## config.mk

```make
export PLATFORM = sky130hd
export DESIGN_NAME = intpol2_iq_seq
export DESIGN_NICKNAME = d
export VERILOG_FILES = /design/src/rtl/intpol2_iq_seq.sv
export SDC_FILE = /design/constraint.sdc
export NUM_CORES = 1
export LEC_CHECK = 0
export CORE_MARGIN = 8
export CORE_UTILIZATION = 49
export CTS_BUF_LIST = sky130_fd_sc_hd__clkbuf_8
export CTS_CLUSTER_SIZE = 14
export DETAILED_ROUTE_END_ITERATION = 6
export PLACE_DENSITY = 0.89
export SLEW_MARGIN = 20
export SYNTH_ARGS = -nofsm -noshare
export SYNTH_HDL_FRONTEND = slang
export SYNTH_SLANG_ARGS = --single-unit
```

## constraint.sdc

```tcl
create_clock -name clk -period 6.4 [get_ports clk]
set_clock_uncertainty 0.2 [all_clocks]
set_input_delay 0.96 -clock clk [delete_from_list [all_inputs] [get_ports clk]]
set_output_delay 0.96 -clock clk [all_outputs]
set_load 0.05 [all_outputs]
```

## src/rtl/intpol2_iq_seq.sv

```systemverilog
// Sequencer for the 2nd-order IQ interpolator datapath.
// Each I/Q pair is popped from the input FIFOs in lockstep and loaded into the
// interpolator. The sequencer then issues L interpolation steps for the pair,
// pausing whenever either output FIFO is almost full. A done pulse and a sticky
// interrupt request mark the end of a run.
module intpol2_iq_seq #(
   parameter int DATA_WIDTH = 32,
   parameter int DEPTH_W    = 8,
   parameter int FACTOR_W   = 4
) (
   input  logic                        clk,
   input  logic                        rst_a,
   input  logic                        start_i,
   input  logic [DEPTH_W-1:0]          cfg_depth_i,
   input  logic [FACTOR_W-1:0]         cfg_factor_i,
   input  logic                        empty_I_i,
   input  logic                        empty_Q_i,
   output logic                        rd_en_o,
   input  logic [DATA_WIDTH-1:0]       data_I_i,
   input  logic [DATA_WIDTH-1:0]       data_Q_i,
   input  logic                        afull_I_i,
   input  logic                        afull_Q_i,
   output logic                        smp_valid_o,
   output logic [DATA_WIDTH-1:0]       smp_I_o,
   output logic [DATA_WIDTH-1:0]       smp_Q_o,
   output logic                        step_o,
   output logic [FACTOR_W-1:0]         step_idx_o,
   output logic                        wr_en_o,
   output logic [DEPTH_W+FACTOR_W-1:0] out_cnt_o,
   output logic                        busy_o,
   output logic                        done_o,
   output logic                        int_req_o,
   input  logic                        int_ack_i
);

   localparam int OUT_W = DEPTH_W + FACTOR_W;

   typedef enum logic [2:0] {
      IDLE,
      FETCH,
      LOAD,
      INTERP,
      FINISH
   } state_t;

   state_t               state;
   state_t               state_nxt;
   logic [DEPTH_W-1:0]   depth_q;
   logic [DEPTH_W-1:0]   in_cnt;
   logic [FACTOR_W-1:0]  factor_q;
   logic [FACTOR_W-1:0]  phase;
   logic                 zero_done_q;
   logic                 start_run;
   logic                 start_zero;
   logic                 pop_ok;
   logic                 step_ok;
   logic                 last_phase;
   logic                 last_pair;

   // Both FIFOs must have data before they are popped together, and any
   // almost-full output FIFO stalls the step.
   assign start_run  = (state == IDLE) && start_i && (cfg_depth_i != '0);
   assign start_zero = (state == IDLE) && start_i && (cfg_depth_i == '0);
   assign pop_ok     = !empty_I_i && !empty_Q_i;
   assign step_ok    = !(afull_I_i || afull_Q_i);
   assign last_phase = (phase == factor_q - FACTOR_W'(1));
   assign last_pair  = (in_cnt == depth_q - DEPTH_W'(1));

   assign step_idx_o = step_o ? phase : '0;
   assign busy_o     = (state != IDLE);
   assign done_o     = (state == FINISH) || zero_done_q;

   // State register.
   always_ff @(posedge clk) begin
      if (rst_a) begin
         state <= IDLE;
      end else begin
         state <= state_nxt;
      end
   end

   // Next-state logic and the per-state strobes.
   always_comb begin
      state_nxt   = state;
      rd_en_o     = 1'b0;
      smp_valid_o = 1'b0;
      step_o      = 1'b0;
      case (state)
         IDLE: begin
            if (start_run) begin
               state_nxt = FETCH;
            end
         end
         FETCH: begin
            rd_en_o = pop_ok;
            if (pop_ok) begin
               state_nxt = LOAD;
            end
         end
         LOAD: begin
            smp_valid_o = 1'b1;
            state_nxt   = INTERP;
         end
         INTERP: begin
            step_o = step_ok;
            if (step_ok && last_phase) begin
               state_nxt = last_pair ? FINISH : FETCH;
            end
         end
         FINISH: begin
            state_nxt = IDLE;
         end
         default: begin
            state_nxt = IDLE;
         end
      endcase
   end

   // Run configuration, pair counter and phase counter. A factor of 0 runs as 1.
   always_ff @(posedge clk) begin
      if (rst_a) begin
         depth_q     <= '0;
         factor_q    <= '0;
         in_cnt      <= '0;
         phase       <= '0;
         zero_done_q <= 1'b0;
      end else begin
         zero_done_q <= start_zero;
         if (start_run) begin
            depth_q  <= cfg_depth_i;
            factor_q <= (cfg_factor_i == '0) ? FACTOR_W'(1) : cfg_factor_i;
            in_cnt   <= '0;
         end else if (step_o && last_phase && !last_pair) begin
            in_cnt <= in_cnt + DEPTH_W'(1);
         end
         if (state == LOAD) begin
            phase <= '0;
         end else if (step_o) begin
            phase <= phase + FACTOR_W'(1);
         end
      end
   end

   // Capture the popped pair; FIFO read data is valid in the LOAD cycle.
   always_ff @(posedge clk) begin
      if (rst_a) begin
         smp_I_o <= '0;
         smp_Q_o <= '0;
      end else if (state == LOAD) begin
         smp_I_o <= data_I_i;
         smp_Q_o <= data_Q_i;
      end
   end

   // Output FIFO write follows each step by the interpolator's one-cycle latency.
   always_ff @(posedge clk) begin
      if (rst_a) begin
         wr_en_o   <= 1'b0;
         out_cnt_o <= '0;
      end else begin
         wr_en_o <= step_o;
         if (start_run) begin
            out_cnt_o <= '0;
         end else if (wr_en_o) begin
            out_cnt_o <= out_cnt_o + OUT_W'(1);
         end
      end
   end

   // Sticky interrupt; a new completion wins over a simultaneous acknowledge.
   always_ff @(posedge clk) begin
      if (rst_a) begin
         int_req_o <= 1'b0;
      end else if ((state == FINISH) || start_zero) begin
         int_req_o <= 1'b1;
      end else if (int_ack_i) begin
         int_req_o <= 1'b0;
      end
   end

endmodule

```

# [Word-level counts from Yosys, hierarchy flattened]
# Cells that the tools add are included.
[op_classes] mux=12 addsub=5 n_reduce_logical=23 n_eq_ne=9
[op_table] operator="adder 12 x 1 -> 12 bit, second input constant" n=1
[op_table] operator="2-to-1 mux 3 bit" n=4
[op_table] operator="case mux 3 bit (4 select lines)" n=1
[op_table] operator="adder 8 x 1 -> 8 bit, second input constant" n=1
[op_table] operator="equality test 8 bit" n=1
[op_table] operator="zero test 8 bit" n=1
[op_table] operator="2-to-1 mux 4 bit" n=2
[op_table] operator="nonzero test 8 bit" n=1
[op_table] operator="subtractor 8 x 1 -> 8 bit, second input constant" n=1
[op_table] operator="logical AND 1 bit" n=7
[op_table] operator="equality test 3 x 2 -> 1 bit, second input constant" n=2
[op_table] operator="!= test 2 bit, second input constant" n=3
[op_table] operator="2-to-1 mux 1 bit" n=5
[op_table] operator="adder 4 x 1 -> 4 bit, second input constant" n=1
[op_table] operator="equality test 4 bit" n=1
[op_table] operator="zero test 1 bit" n=4
[op_table] operator="zero test 4 bit" n=1
[op_table] operator="OR reduction 2 bit" n=2
[op_table] operator="subtractor 4 x 1 -> 4 bit, second input constant" n=1
[op_table] operator="equality test 3 x 1 -> 1 bit, second input constant" n=1
[op_table] operator="equality test 3 bit, second input constant" n=1
[op_table] operator="zero test 3 bit" n=1
[op_table] operator="logical OR 1 bit" n=3
[op_table] operator="AND reduction 3 bit" n=1
[op_table] operator="other kinds (2)" n=2
[totals] regBits=106 inputBits=84 out_inout_bits=87 wordCells=60

# [Logic depth before layout (Yosys ltp)]
# Gate-level depths: netlist (run 1).
[logic_depth] depth_word=5 depth_mapped=10 mapped_depth_nobuf=9

# [Worst setup path after synthesis (run 1)]
# OpenSTA, ideal clock, no wires.
[synth_timing] path_kind="input port to output port" start="input afull_Q_i" end="output step_idx_o[1]" t_arrival_ps=2118 required_time_ps=5240 cell_stages=2 path_slack_ps=3122 n_path_buf=0 path_cell_list="nor3_4 and2_1"
[synth_via] elab_chain_len=4
[synth_rtl] item="start: declaration" line="22" text="input logic afull_Q_i,"
[synth_rtl] item="logical OR 1 bit" line="65" text="assign step_ok = !(afull_I_i || afull_Q_i);"
[synth_rtl] item="zero test 1 bit" line="65"
[synth_rtl] item="2-to-1 mux 1 bit" line="88" text="case (state)"
[synth_rtl] item="2-to-1 mux 4 bit" line="69" text="assign step_idx_o = step_o ? phase : '0;"
[synth_rtl] item="end: declaration" line="27" text="output logic [FACTOR_W-1:0] step_idx_o,"
# No other way between the ends.

# [Final worst setup path (run 1)]
# Same ends and word-level chain as after synthesis.

==> run summary, run 1 <==
Status: completed
Detailed placement HPWL: 9590 um
Slew Limit Headroom: 41.1%
Initial Util: 49.5%
Clock Tree Root: clkbuf_8
Final hold vios: 0
Slowest Stage Delay on Critical Path: 0.81 ns
Post-synthesis register bit count: 106
Worst Path Required: 5.24 ns
Gr ovfl total: 0
Synth top area share: 47.6%
Post-CTS resize count: 0
Die area: 12400 um^2
Ant. Diodes: 0
PortBufs: 170
Final slew viol count: 0
Top cells by area, synth: dfxtp_1 (48%), nand2_1 (13%), a21oi_1 (7.5%), nor2_1 (4.0%), xnor2_1 (3.7%)
Total CTS buffers: 9
Largest area contributor in the netlist: dfxtp_1
Synth Net Count: 627
Syn_area_per_cell: 8.29 um^2
First-pass GRT wire length: 20100 um
Cell Area, Synth: 4460 um^2
Top Layer Used: met4
Final setup TNS: 0 ns
Synth Flop Type: dfxtp_1
Routed via count: 4145
Clk sinks: 106
Post-synthesis sequential area ratio: 47.6%
CTS max path bufs: 2
H-tree depth: 3
CTS tree: yes
IO Pins: 171
DR WL met3: 595 um
Tot GR Track Use: 19.3%
Worst-path clk slew: 0.10 ns
Starting DRT DRC Count: 327
CP most frequent cell: clkdlybuf4s50_1
Share of cells above drive strength 1: 5.47%
Post-DRT Antenna Nets: 0
Gp weighted congestion: 0.868
Power density over the cells: 336 nW/um^2
Largest net degree at the start of global routing: 89
Initial antenna violation count: 0
Chip Width: 111 um
Number of hold buffers added after cts: 0
Worst endpoint data arrival time: 3.00 ns
Hold WS: 0.260 ns
Fill count: 673
Critical path cell sequence: clkdlybuf4s50_1 -> nor3_4 -> and2_1 -> clkdlybuf4s50_1
Placeable Area: 9020 um^2
Post-CTS Setup Inserts: 0
DR DRC count: 0
Critical path fanouts, max: 9
Via density: 5.14
Crit-path slowest cell: clkdlybuf4s50_1
DR WL/cell: 15.8 um
CP startpoint kind: input pin
Total Nets Final: 779
Drt total wl: 12700 um
RSZ-0062 raised after global routing: no
Top-count cell post-synth: nand2_1
Fmax: 0.240 GHz
Die Span Y: 111 um
First-pass DRT Iterations: 4
Synth top cells by count: nand2_1 (150), dfxtp_1 (106), a21oi_1 (67)
Max_cap viols: 0
FFs w/ async S/R, synth: 0%
Routed metal-1 wirelength: 5220 um
Worst-Margin Slew: 0.884 ns
Minimum clock period: 4.16 ns
P_leak: 2.26 nW
Finished Core Util: 70.5%
Peak supply drop: 297 uV
EDFF count, synth: 0
Post-Syn Instances: 538
Site Rows: 35
Yosys warning count: 0
Final Cycle Share: 65.0%
Routed wl met2: 6590 um
Crit Path Category: input pin to primary output
Clock Latency Late Sink: 0.36 ns
Area growth syn-to-layout: 42.5%
Final setup fails: 0
Post-synth cell types: 47
Class of the worst hold path: flip-flop to flip-flop
Critical path endpoint category: primary output
Number of global-route vias before repair: 4063
## cell families (layout without fill, tap and decap cells)
| group | Yosys count | count (layout) | synth area share (%) |
|---|---|---|---|
| adders and majority gates | 5 | 5 | 1.40 |
| xor gates and xnor gates | 35 | 35 | 6.87 |
| and+or+nand+nor | 251 | 251 | 25.7 |
| buffers and inverters | 40 | 197 | 3.76 |
| DFF | 106 | 106 | 47.6 |
| AOI/OAI and AO/OA | 88 | 88 | 11.8 |
| muxes | 13 | 13 | 2.92 |
## registers in the layout, summed over array words and instances (netlist names)
signal	count
in_cnt	8
phase	4
state	3
smp_I_o	32
out_cnt_o	12
zero_done_q	1
wr_en_o	1
smp_Q_o	32
depth_q	8
factor_q	4
int_req_o	1
## per-stage QoR
stage | std cells | setup slack (ns) | cell area, um^2 | power [mW]
after floorplan | 538 | 3.12 | 4460 | 1.47
after global placement | 790 | 2.27 | 6180 | 1.74
after detailed placement | 790 | 2.23 | 6180 | 1.77
after CTS | 806 | 2.22 | 6360 | 2.15
after global routing | 806 | 2.17 | 6360 | 2.24
final | 806 | 2.24 | 6360 | 2.13
## area by class of cell
cell class                 count  area [um^2]  area share [%]
clock buffer                   9          124            1.95
clock inverter                 7         53.8           0.846
tap                          111          139            2.18
sequential                   106         2120            33.4
inverter                       8         30.0           0.472
timing repair buffer         173         1720            27.0
multi-input combinational    392         2170            34.2
## critical path: cells and delay by family
family | cells | cell delay (ns)
simple gates | 2 | 0.74
buf+inv | 2 | 1.29
## per-layer routing
layer | GRT usage, % | vias up
met2 | 34.7 | 130
met4 | 7.56 | 0
li1 | - | 2079
met3 | 4.25 | 23
met5 | 0 | -
met1 | 21.5 | 1913
## where the power goes
group          internal [mW]  switching, mW  leakage, nW
Clock                  0.146          0.235       0.0933
Sequential             0.757         0.0753        0.861
Combinational          0.322          0.600         1.30
## worst paths after layout
path                    from             to  slack (ns)  cells past startpoint
setup / recovery   afull_Q_i  step_idx_o[1]        2.24                      4
hold / removal    smp_I_o[5]     smp_I_o[5]        0.26                      2
setup reg to reg    state[1]      in_cnt[6]        3.54                      6
hold reg to reg   smp_I_o[5]     smp_I_o[5]        0.26                      2
## placed cells by master (no fill, tap or decap), types with 4 or more instances in the layout
cell type and n:
nand3_1 5, mux2i_1 13, clkbuf_8 9, a21oi_1 67
nor4_1 4, nand2_1 150, nand4_1 6, and2_1 5
nor2_1 48, ha_1 5, dfxtp_1 106, xor2_1 16
a211oi_1 4, nor3_1 8, clkdlybuf4s50_1 169, xnor2_1 19
a31oi_1 4, inv_1 8
No activity file was read; power rests on OpenSTA's default activity.
==> run 2, diff against run 1 <==
--- a/config.mk
+++ b/config.mk
@@ -6,11 +6,11 @@
 export NUM_CORES = 1
 export LEC_CHECK = 0
 export CORE_MARGIN = 8
-export CORE_UTILIZATION = 49
+export CORE_UTILIZATION = 41
 export CTS_BUF_LIST = sky130_fd_sc_hd__clkbuf_8
 export CTS_CLUSTER_SIZE = 14
 export DETAILED_ROUTE_END_ITERATION = 6
-export PLACE_DENSITY = 0.89
+export PLACE_DENSITY = 0.8
 export SLEW_MARGIN = 20
 export SYNTH_ARGS = -nofsm -noshare
 export SYNTH_HDL_FRONTEND = slang
==> constraint.sdc (replaced) <==
create_clock -name clk -period 3.8 [get_ports clk]
set_clock_uncertainty 0.2 [all_clocks]
set_input_delay 0.57 -clock clk [delete_from_list [all_inputs] [get_ports clk]]
set_output_delay 0.57 -clock clk [all_outputs]
set_load 0.05 [all_outputs]
==> run summary, run 2 (synthesized netlist as in run 1, its figures left out) <==
Registers with the most flip-flops: smp_I_o: 32 flops, smp_Q_o: 32 flops, out_cnt_o: 12 flops
Final Cycle Share: 87.6%
Buf/Inv on CP: 2 (unchanged)
Tot GR Track Use: 16.7% (-2.6 points)
Worst r2r src: state[1]
DR DRC count: 0 (unchanged)
Class of the worst hold path: flip-flop to flip-flop
Hold depth: 2 (unchanged)
Final non-filler cell total: 836 (+3.7%)
Clock Latency Late Sink: 0.35 ns (about the same)
Post-CTS Setup Inserts: 0 (unchanged)
Die area: 14500 um^2 (+17%)
Gp weighted congestion: 0.813 (-6.4%)
Post-CTS resize count: 0 (unchanged)
First-pass GRT wire length: 20200 um (+0.41%)
Post-DRT Antenna Nets: 0 (unchanged)
Share of cells above drive strength 1: 5.75% (+0.28 points)
Critical path endpoint category: primary output
RSZ-0062 raised after global routing: no
Routed via count: 4247 (+2.5%)
Clock Tree Root: clkbuf_8
Number of global-route vias before repair: 4170 (+2.6%)
CP most frequent cell: clkdlybuf4s50_1
Most common cell after layout, fill and taps aside: clkdlybuf4s50_1
Register-to-register path setup slack: 0.98 ns (-2.56 ns)
Crit Reg-Reg Endpoint: smp_I_o[23]
Gr ovfl total: 0 (unchanged)
Status: completed
Slowest Stage Delay on Critical Path: 0.82 ns (about the same)
CTS max path bufs: 2 (unchanged)
Largest net degree at the start of global routing: 70 (-21%)
Drt total wl: 12600 um (-1.4%)
Multi-input gate area: 2170 um^2 (unchanged)
Post-route cell area: 6410 um^2 (+0.83%)
Slew Limit Headroom: 49.1% (+8.0 points)
Clk pwr share: 17.8% (about the same)
Clk sinks: 106 (unchanged)
NetSw: 1.53 mW (+68%)
Placeable Area: 10700 um^2 (+19%)
Via density: 5.08 (-1.2%)
Placed cells: 820 (+3.8%)
Power density over the cells: 561 nW/um^2 (+67%)
Hold path start: smp_I_o[7]
Critical path fanouts, max: 9 (unchanged)
Total CTS buffers: 9 (unchanged)
Family with the most delay on the worst path: buffers and inverters
Internal power component: 2.07 mW (+69%)
Worst endpoint data arrival time: 2.56 ns (-0.44 ns)
Hold path endpoint: smp_I_o[7]
Crit Path Category: input pin to primary output
Most frequent cells in the layout: clkdlybuf4s50_1 (168), nand2_1 (150), dfxtp_1 (106), a21oi_1 (67), nor2_1 (48)
Initial antenna violation count: 0 (unchanged)
Final slew viol count: 0 (unchanged)
Initial Util: 41.5% (-7.9 points)
IO Pins: 171 (unchanged)
Total Power: 3.60 mW (+69%)
CP startpoint kind: input pin
Hold WS: 0.260 ns (+0.000187 ns)
H-tree depth: 3 (unchanged)
First-pass DRT Iterations: 6 (+2)
Worst R2R Path Depth: 6 (unchanged)
CTS tree: yes
Placed cell areas: 6240 um^2 (+0.87%)
Detailed placement HPWL: 9550 um (-0.40%)
Fmax: 0.300 GHz
Gate power share: 43.2% (about the same)
Chip Width: 120 um (+8.0%)
Max_cap viols: 0 (unchanged)
Sw frac: 42.5% (-0.13 points)
Fill count: 966 (+44%)
Sequential share of power: 39.0% (about the same)
Register area: 2120 um^2 (unchanged)
Starting DRT DRC Count: 235 (-28%)
Minimum clock period: 3.33 ns
Critical path cell sequence: clkdlybuf4s50_1 -> nor3_4 -> and2_1 -> clkdlybuf4s50_1
Site Rows: 38 (+8.6%)
Die Span Y: 120 um (+8.0%)
Area growth syn-to-layout: 43.7%
Total Nets Final: 780 (+0.13%)
Ant. Diodes: 0 (unchanged)
Final setup fails: 0 (unchanged)
Crit-path slowest cell: clkdlybuf4s50_1
Final hold vios: 0 (unchanged)
PortBufs: 170 (unchanged)
Peak supply drop: 298 uV (+0.23%)
Worst-path clk slew: 0.10 ns (about the same)
Number of hold buffers added after cts: 0 (unchanged)
DR WL/cell: 15.0 um (-4.9%)
Final setup TNS: 0 ns (unchanged)
Worst-Margin Slew: 0.762 ns (-0.122 ns)
Worst Path Required: 3.03 ns (-2.21 ns)
P_leak: 2.27 nW (+0.53%)
run 2: cell types whose count changed in the layout (fill, tap and decap cells not counted):
cell	delta
buf_12	+1
buf_4	+1
inv_6	+1
inv_8	-1
clkdlybuf4s50_1	-1
clkinvlp_4	-1
clkinv_4	+1
run 2: cell type report:
class / instances / share of cell area (%)
well taps: 140 / 2.73
repair buffers: 174 / 27.1
flip-flops and latches: 106 / 33.1
clock inverters: 7 / 0.820
clock buffers: 9 / 1.93
multi-input cells: 392 / 33.9
inverters: 8 / 0.468
run 2: worst max path at each step:
stage / start / to / slack (ns) / cells past startpoint
floorplan: afull_Q_i / step_idx_o[1] / 1.30 / 2
global placement: afull_Q_i / step_idx_o[1] / 0.51 / 4
detailed placement: afull_Q_i / step_idx_o[1] / 0.49 / 4
CTS: afull_Q_i / step_idx_o[1] / 0.47 / 4
global route: afull_Q_i / step_idx_o[1] / 0.38 / 4
finish: afull_Q_i / step_idx_o[1] / 0.47 / 4
run 2: worst reg2reg max path: stages (launching register included):
cell,delay (ns)
dfxtp_1,0.50
or3b_2,0.48
buf_4,0.31
inv_2,0.51
buf_4,0.47
nand2_1,0.13
a21oi_1,0.14
run 2: layer usage:
layer / vias up / wire length (um) / track usage [%]
li1: 2081 / - / -
met1: 1999 / 5320 / 19.3
met3: 12 / 945 / 4.29
met2: 155 / 6090 / 29.4
met5: - / 0 / 0
met4: 0 / 199 / 5.70
run 2: power groups by stage:
stage	registers, mW	clock network [mW]	logic, mW
floorplan	1.84	0	0.635
global placement	1.42	0	1.53
detailed placement	1.43	0	1.56
CTS	1.40	0.657	1.57
global route	1.43	0.709	1.66
finish	1.40	0.640	1.56
run 2: metrics by stage:
step	setup WS [ns]	util, %
floorplan	1.30	-
global placement	0.512	58.0
global route	0.377	59.7
CTS	0.470	59.7
detailed placement	0.491	58.0
finish	0.470	59.7
